$ cat config.mk
export PLATFORM = sky130hd
export DESIGN_NAME = plru_eviction_policy
export DESIGN_NICKNAME = d
export VERILOG_FILES = /design/src/rtl/plru_eviction_policy.sv
export SDC_FILE = /design/constraint.sdc
export NUM_CORES = 1
export LEC_CHECK = 0
export CORE_MARGIN = 4
export CORE_UTILIZATION = 50
export DETAILED_ROUTE_END_ITERATION = 10
export PLACE_DENSITY = 0.84
export SLEW_MARGIN = 20
export SYNTH_ARGS = -nofsm -noshare
export SYNTH_HDL_FRONTEND = slang
export SYNTH_SLANG_ARGS = --single-unit
$ cat constraint.sdc
create_clock -name clk -period 1.9 [get_ports clk]
set_clock_uncertainty 0.1 [all_clocks]
set_input_delay 0.57 -clock clk [delete_from_list [all_inputs] [get_ports clk]]
set_output_delay 0.57 -clock clk [all_outputs]
set_load 0.005 [all_outputs]
$ cat src/rtl/plru_eviction_policy.sv
// Eviction-policy responder for one cache set: per-way valid bits plus a
// binary-tree pseudo-LRU, answering miss requests with a held one-hot victim.
module plru_eviction_policy #(
    parameter int NUM_WAYS = 8
) (
    input  logic                clk,
    input  logic                rst_n,
    input  logic [NUM_WAYS-1:0] hitWay,
    input  logic                hit,
    input  logic [NUM_WAYS-1:0] missWay,
    input  logic                miss,
    input  logic [NUM_WAYS-1:0] allocateWay,
    input  logic                allocate,
    output logic [NUM_WAYS-1:0] evictionTarget,
    output logic                evictionReady
);
    localparam int LEVELS = $clog2(NUM_WAYS);
    localparam int NODES  = NUM_WAYS - 1;

    typedef enum logic [1:0] {IDLE, SEARCH, READY} state_t;

    state_t              state_reg;
    logic [NODES-1:0]    tree_reg;
    logic [NODES-1:0]    tree_next;
    logic [NUM_WAYS-1:0] valid_reg;
    logic [NUM_WAYS-1:0] valid_next;
    logic [NUM_WAYS-1:0] victim;
    logic [NUM_WAYS-1:0] victim_reg;
    logic [NUM_WAYS-1:0] target_reg;
    logic                ready_reg;
    logic                hit_ok;
    logic                alloc_ok;
    logic [LEVELS-1:0]   hit_idx;
    logic [LEVELS-1:0]   alloc_idx;
    logic                found;
    int                  node;
    logic                unused_miss_way;

    assign unused_miss_way = ^missWay;

    // Malformed strobes (zero or several bits) are dropped entirely.
    assign hit_ok   = hit && $onehot(hitWay);
    assign alloc_ok = allocate && $onehot(allocateWay);

    always_comb begin
        hit_idx   = '0;
        alloc_idx = '0;
        for (int w = 0; w < NUM_WAYS; w++) begin
            if (hitWay[w])      hit_idx   = LEVELS'(w);
            if (allocateWay[w]) alloc_idx = LEVELS'(w);
        end
    end

    // Each node is rewritten only when the touched way lies beneath it;
    // the allocate touch has priority over a concurrent hit touch.
    for (genvar gi = 0; gi < LEVELS; gi++) begin : g_level
        for (genvar gj = 0; gj < (1 << gi); gj++) begin : g_node
            localparam int NODE  = (1 << gi) - 1 + gj;
            localparam int SHIFT = LEVELS - gi;
            logic hit_on;
            logic alloc_on;
            assign hit_on   = hit_ok   && (32'(hit_idx   >> SHIFT) == gj);
            assign alloc_on = alloc_ok && (32'(alloc_idx >> SHIFT) == gj);
            assign tree_next[NODE] = alloc_on ? ~alloc_idx[SHIFT-1] :
                                     hit_on   ? ~hit_idx[SHIFT-1]   :
                                                tree_reg[NODE];
        end
    end

    assign valid_next = valid_reg | (alloc_ok ? allocateWay : '0);

    always_comb begin
        victim = '0;
        found  = 1'b0;
        node   = 0;
        for (int w = 0; w < NUM_WAYS; w++) begin
            if (!valid_reg[w] && !found) begin
                victim[w] = 1'b1;
                found     = 1'b1;
            end
        end
        if (!found) begin
            for (int l = 0; l < LEVELS; l++) begin
                node = 2 * node + 1 + int'(tree_reg[node]);
            end
            victim[node - NODES] = 1'b1;
        end
    end

    // The SEARCH edge snapshots the victim from pre-edge state, so touches
    // landing on that same edge are excluded; the outputs follow one edge later.
    always_ff @(posedge clk or negedge rst_n) begin
        if (!rst_n) begin
            state_reg  <= IDLE;
            tree_reg   <= '0;
            valid_reg  <= '0;
            victim_reg <= '0;
            target_reg <= '0;
            ready_reg  <= 1'b0;
        end else begin
            tree_reg  <= tree_next;
            valid_reg <= valid_next;
            case (state_reg)
                IDLE: begin
                    if (miss) state_reg <= SEARCH;
                end
                SEARCH: begin
                    victim_reg <= victim;
                    state_reg  <= READY;
                end
                READY: begin
                    if (!ready_reg) begin
                        target_reg <= victim_reg;
                        ready_reg  <= 1'b1;
                    end else if (alloc_ok) begin
                        target_reg <= '0;
                        ready_reg  <= 1'b0;
                        state_reg  <= IDLE;
                    end
                end
                default: state_reg <= IDLE;
            endcase
        end
    end

    assign evictionTarget = target_reg;
    assign evictionReady  = ready_reg;
endmodule

; Word level (Yosys, flattened, before mapping)
; Cells that the tools add are included.
[word_totals]
regBits = 34
input_bits = 29
output_inout_bits = 9
wordCells = 168
[op_classes]
add_sub_neg = 20
n_lt_le_gt_ge = 4
n_eq_ne = 14
n_mux = 61
n_bitwise = 8
reduce_logical = 49
[op_table]
columns = operator, count
row1 = 32-bit logical NOT, 4
row2 = 1-bit two-way mux, 38
row3 = 8-bit two-way mux, 4
row4 = 3-bit two-way mux, 8
row5 = 1-bit logical AND, 22
row6 = 1-bit by 1-bit adder with 2-bit output, 8
row7 = 8-bit bitwise OR, 2
row8 = 2-bit two-way mux, 7
row9 = 2-bit nonzero test, 7
row10 = 1-bit logical NOT, 13
row11 = 2-bit by 2-bit adder with 3-bit output, 4
row12 = "2-bit == test, second input constant", 5
row13 = "9-bit by 1-bit >= comparator with 1-bit output, second input constant", 1
row14 = "9-bit by 5-bit less-than comparator with 1-bit output, second input constant", 1
row15 = "8-bit by 3-bit subtractor with 9-bit output, second input constant", 1
row16 = 3-bit by 3-bit adder with 4-bit output, 2
row17 = 7-bit by 1-bit adder with 8-bit output, 1
row18 = "4-bit by 1-bit == test with 1-bit output, second input constant", 2
row19 = "6-bit by 1-bit adder with 7-bit output, second input constant", 1
row20 = 1-bit binary-select mux with 3-bit select, 2
row21 = "2-bit by 1-bit == test with 1-bit output, second input constant", 3
row22 = "2-bit inequality test, second input constant", 3
row23 = 1-bit inverter, 6
row24 = 2-bit one-hot mux with 3 select lines, 1
row25 = other kinds (10), 10

; Logic depth before layout (Yosys ltp)
[logic_depth]
ltp_word = 23
depth_mapped = 13
depth_no_buf = 13

; Worst setup path before layout
; No wires, ideal clock.
[synth_path]
kind = input port to flip-flop
from = input port hitWay[0]
to = register tree_reg[3]
setup_ns = 0.135
arrival_ns = 3.672
required_ns = 1.665
slack_ns = -2.007
path_stages = 13
n_path_buf = 0
cell_sequence = inv_1 -> fa_1 -> fa_1 -> fa_1 -> inv_1 -> ha_1 -> inv_1 -> fa_1 -> a211o_1 -> a21oi_2 -> and3_1 -> mux2i_1 -> mux2i_1
[synth_via]
elab_chain_cells = 7
[synth_rtl]
columns = element, line_no
row1 = from (decl), 8  ; input logic [NUM_WAYS-1:0] hitWay,
row2 = 1-bit by 1-bit adder with 2-bit output (implied by the code), 42  ; assign hit_ok = hit && $onehot(hitWay);
row3 = 2-bit by 2-bit adder with 3-bit output (implied by the code), 42
row4 = 3-bit by 3-bit adder with 4-bit output (implied by the code), 42
row5 = 4-bit by 1-bit == test with 1-bit output, 42
row6 = 1-bit logical AND, 42
row7 = 1-bit logical AND, 62  ; assign hit_on = hit_ok && (32'(hit_idx >> SHIFT) == gj);
row8 = 2-bit nonzero test (no line), n/a
row9 = to (signal assigned), 101  ; tree_reg <= tree_next;
row10 = to (decl), 23  ; logic [NODES-1:0] tree_reg;
; Every way passes these cells.
; A chain may end at the register's enable or synchronous reset.

; Worst setup path after layout
[layout_path]
from = input port hitWay[3]
to = register tree_reg[3]
[layout_via]
elab_chain_cells = 8
elab_cells_between_ends = 16
classes_between = add/sub: 3 / eq/ne: 1 / mux: 7 / bitwise: 1 / reduce/logical: 4
[layout_rtl]
columns = element
row1 = "parallel branches: the longest is 8 deep, another holds 3-bit by 3-bit adder with 4-bit output"
; Several ways; the timed one is not identified. The select of a mux whose other input is x is not followed.

==> flow_summary_export.csv <==
group,metric,value,unit
run_status,status,"complete, but fails checks",
run_status,violations,"negative setup slack",
timing,slew_violations,0,
layout,area_growth,52.1,%
synth,yosys_warnings,0,
worst_setup_path,r2r-end,"victim_reg[0]$_DFFE_PN0N_",
power_and_ir_drop,p_leak,1.35,nW
clock_tree,clockRootBuffer,"clkbuf_8",
worst_setup_path,crit_arrival,3850,ps
floorplan,rows,22,
layout,fillCellCount,227,
routing,first_pass_iters,4,
floorplan,initial_core_util,52.0,%
timing,finalWorstSetupSlack,-1890,ps
routing,vias,1769,
timing,hold_viol,0,
routing,wirelength,5480,microns
routing,wl_per_cell,17.6,microns
timing,fmax,264,MHz
worst_setup_path,critPathKind,"primary input to flip-flop",
worst_setup_path,reg2reg_from,"valid_reg[1]$_DFF_PN0_",
synth,synth_area_leaders,"dfrtp_1, fa_1, inv_1",
grt,track_usage,21.9,%
worst_setup_path,crit_chain,"buf_8 -> inv_4 -> fa_1 -> fa_1 -> fa_1 -> inv_1 -> ha_2 -> inv_2 -> fa_2 -> o2111ai_4 -> a21oi_4 -> and3_4 -> mux2i_1 -> mux2i_1",
clock_tree,htreeDepth,2,
placement,gp_congestion,0.821,
timing,rsz0062_at_grt,"true",
floorplan,die_h,69.7,microns
power_and_ir_drop,total_power,3.51,mW
synth,netlist_instances,184,
clock_tree,clock_path_buffers,2,
worst_setup_path,reg2reg_depth,5,
placement,numPortBuffers,29,
synth,avgSynthCellArea,10.3,sq um
layout,layout.nets,306,
power_and_ir_drop,ir_drop,0.553,mV
floorplan,die_area,0.00486,sq mm
worst_setup_path,crit_top_cell,"fa_1",
routing,vias_per_cell,5.69,
grt,gr-total-overflow,0,
synth,yosysTopAreaCell,"dfrtp_1",
grt,antenna_found_initial,0,
worst_setup_path,crit_slowest_cell,"fa_1",
timing,worst_slew_pin_slew,541,ps
run,drv_cap,0,
worst_setup_path,r2r_slack,140,ps
synth,synth_cell_types,39,
worst_setup_path,cpPeakStageDelay,550,ps
synth,syn-cell-area,0.00190,sq mm
floorplan,core-area,0.00366,sq mm
routing,ant_nets,0,
timing,holdWs,384,ps
floorplan,io_pins,38,
worst_setup_path,end_kind,"flip-flop",
floorplan,die_w,69.7,microns
layout,diodes,0,
min_path,holdPathStages,2,
routing,drc,0,
placement,dp_slack,-2660,ps
clock_tree,cts_inserted_buffers,5,
grt,grt_pass1_vias,1790,
grt,grt_max_degree,35,
min_path,whs_endpoint,"valid_reg[1]$_DFF_PN0_",
min_path,hold_path.class,"primary input to flip-flop",
layout,drive_gt1_share,37.6,%
clock_tree,cts.reportedPaths.clkPinSlew,70,ps
worst_setup_path,critPathMaxFanout,3,
clock_tree,insertion_delay,290,ps
worst_setup_path,crit_required,1960,ps
worst_setup_path,start_kind,"primary input",
timing,min_period,3790,ps
clock_tree,cts_tree,"yes",
placement,hpwl,3700,microns
timing,slew_headroom,63.8,%
routing,drt_iter0_drc,93,
timing,setup_viol,25,
layout,ff_latch_area,851,sq um
clock_tree,cts.sinks,34,
layout,multi_input_area,0.00113,sq mm
grt,grt_first_pass_wirelength,8260,microns
power_and_ir_drop,power_density,1210,mW/mm^2
synth,synth-seq-cells,34,
synth,seq_area_frac_synth,44.7,%
min_path,min_from,"allocateWay[1]",
timing,final.period_utilization,199,%
synth,synth_top_area_share,44.7,%
## metrics by stage
stage	utilization [%]	cell area, sq um	setup TNS, ps	std cells
2_1_floorplan	-	1960	-43430	185
3_3_place_gp	70.6	2580	-61090	296
3_5_place_dp	70.6	2580	-63100	296
4_1_cts	76.4	2800	-45730	309
5_1_grt	79.1	2900	-45410	311
6_report	79.1	2900	-43340	311
## layer usage
metal / up-vias / wire length, microns / share of wire, % / global-route usage (%)
met2: 81 / 2980 / 54 / 40.1
met4: 0 / 239 / 4.4 / 11.1
met3: 25 / 289 / 5.3 / 5.36
met1: 857 / 1980 / 36 / 23.1
met5: - / 0 / 0 / 0
li1: 806 / - / - / -
## placed cells by master, fill, tap and decap left out, types with 3 or more instances in the layout
cell and n:
nand2b_1 3, mux2i_1 5, nand4_1 4, fa_1 6
buf_2 3, buf_8 3, nand2_1 8, a21o_1 9
a22o_1 9, a31oi_1 3, o21ai_2 4, ha_1 5
buf_6 8, inv_1 18, clkbuf_8 6, nor2_1 10
clkdlybuf4s50_1 22, o21ai_0 10, inv_2 6, dfrtp_1 34
buf_4 33
## logic make-up (layout without fill, tap and decap cells)
kind of cell / Yosys count / count (layout) / share of synthesized area (%)
fa+ha+maj: 15 / 15 / 13.0
mux: 5 / 5 / 2.63
buf+inv: 28 / 106 / 5.52
flops: 34 / 34 / 44.7
simple gates: 46 / 46 / 13.3
compound gates: 55 / 55 / 20.7
other cells: 1 / 2 / 0.197
## repair_timing
action,in CTS,in global routing
setup endpoints to repair,25,25
cloned,0,0
resized for setup,55,18
pin swaps,20,22
hold buffers,0,0
buffers inserted,5,3
## final cells by class
class | count | area share (%)
Multi-Input combinational cell | 123 | 39.0
Sequential cell | 34 | 29.4
Timing Repair Buffer | 71 | 22.3
Inverter | 27 | 3.93
Clock buffer | 6 | 2.85
Tap cell | 48 | 2.07
Clock inverter | 2 | 0.432
## critical path, delay by kind of cell
kind            cells  cell delay, ps
simple gates        1             220
buf+inv             4             220
compound gates      2             310
mux                 2             340
fa+ha+maj           5            2190
## report_power, final
part           internal [mW]  switching (mW)  leakage (nW)
Combinational          0.890           0.706         0.888
Clock                  0.291           0.267        0.0472
Sequential              1.06           0.305         0.412
Total                   2.24            1.28          1.35
## worst max path at each step
stage	from	end	slack [ps]	depth (start not counted)
2_1_floorplan	hitWay[0]	tree_reg[3]$_DFFE_PN0P_	-1890	13
3_3_place_gp	allocateWay[0]	tree_reg[5]$_DFFE_PN0P_	-2580	13
3_5_place_dp	allocateWay[0]	tree_reg[5]$_DFFE_PN0P_	-2660	13
4_1_cts	allocateWay[1]	tree_reg[5]$_DFFE_PN0P_	-1940	13
5_1_grt	hitWay[3]	tree_reg[3]$_DFFE_PN0P_	-2000	14
6_report	hitWay[3]	tree_reg[3]$_DFFE_PN0P_	-1890	14
## synth_stat cells (all sizes together)
library cell and number:
dfrtp 34, inv 27, o21ai 14, a21o 12, nand2 11, nor2 11, a22o 9, fa 8
ha 7, a21oi 5, mux2i 5, nand4 5, a31o 3, a31oi 3, nand2b 3, a211o 2
a211oi 2, nand3 2, nand3b 2, nor3 2, nor4 2, o2111ai 2, a21boi 1, a32o 1
and2 1, and3 1, and4 1, clkbuf 1, conb 1, nor2b 1, nor3b 1, o32ai 1
or2 1, or2b 1, or3b 1
(Power assumes the default switching activity.)
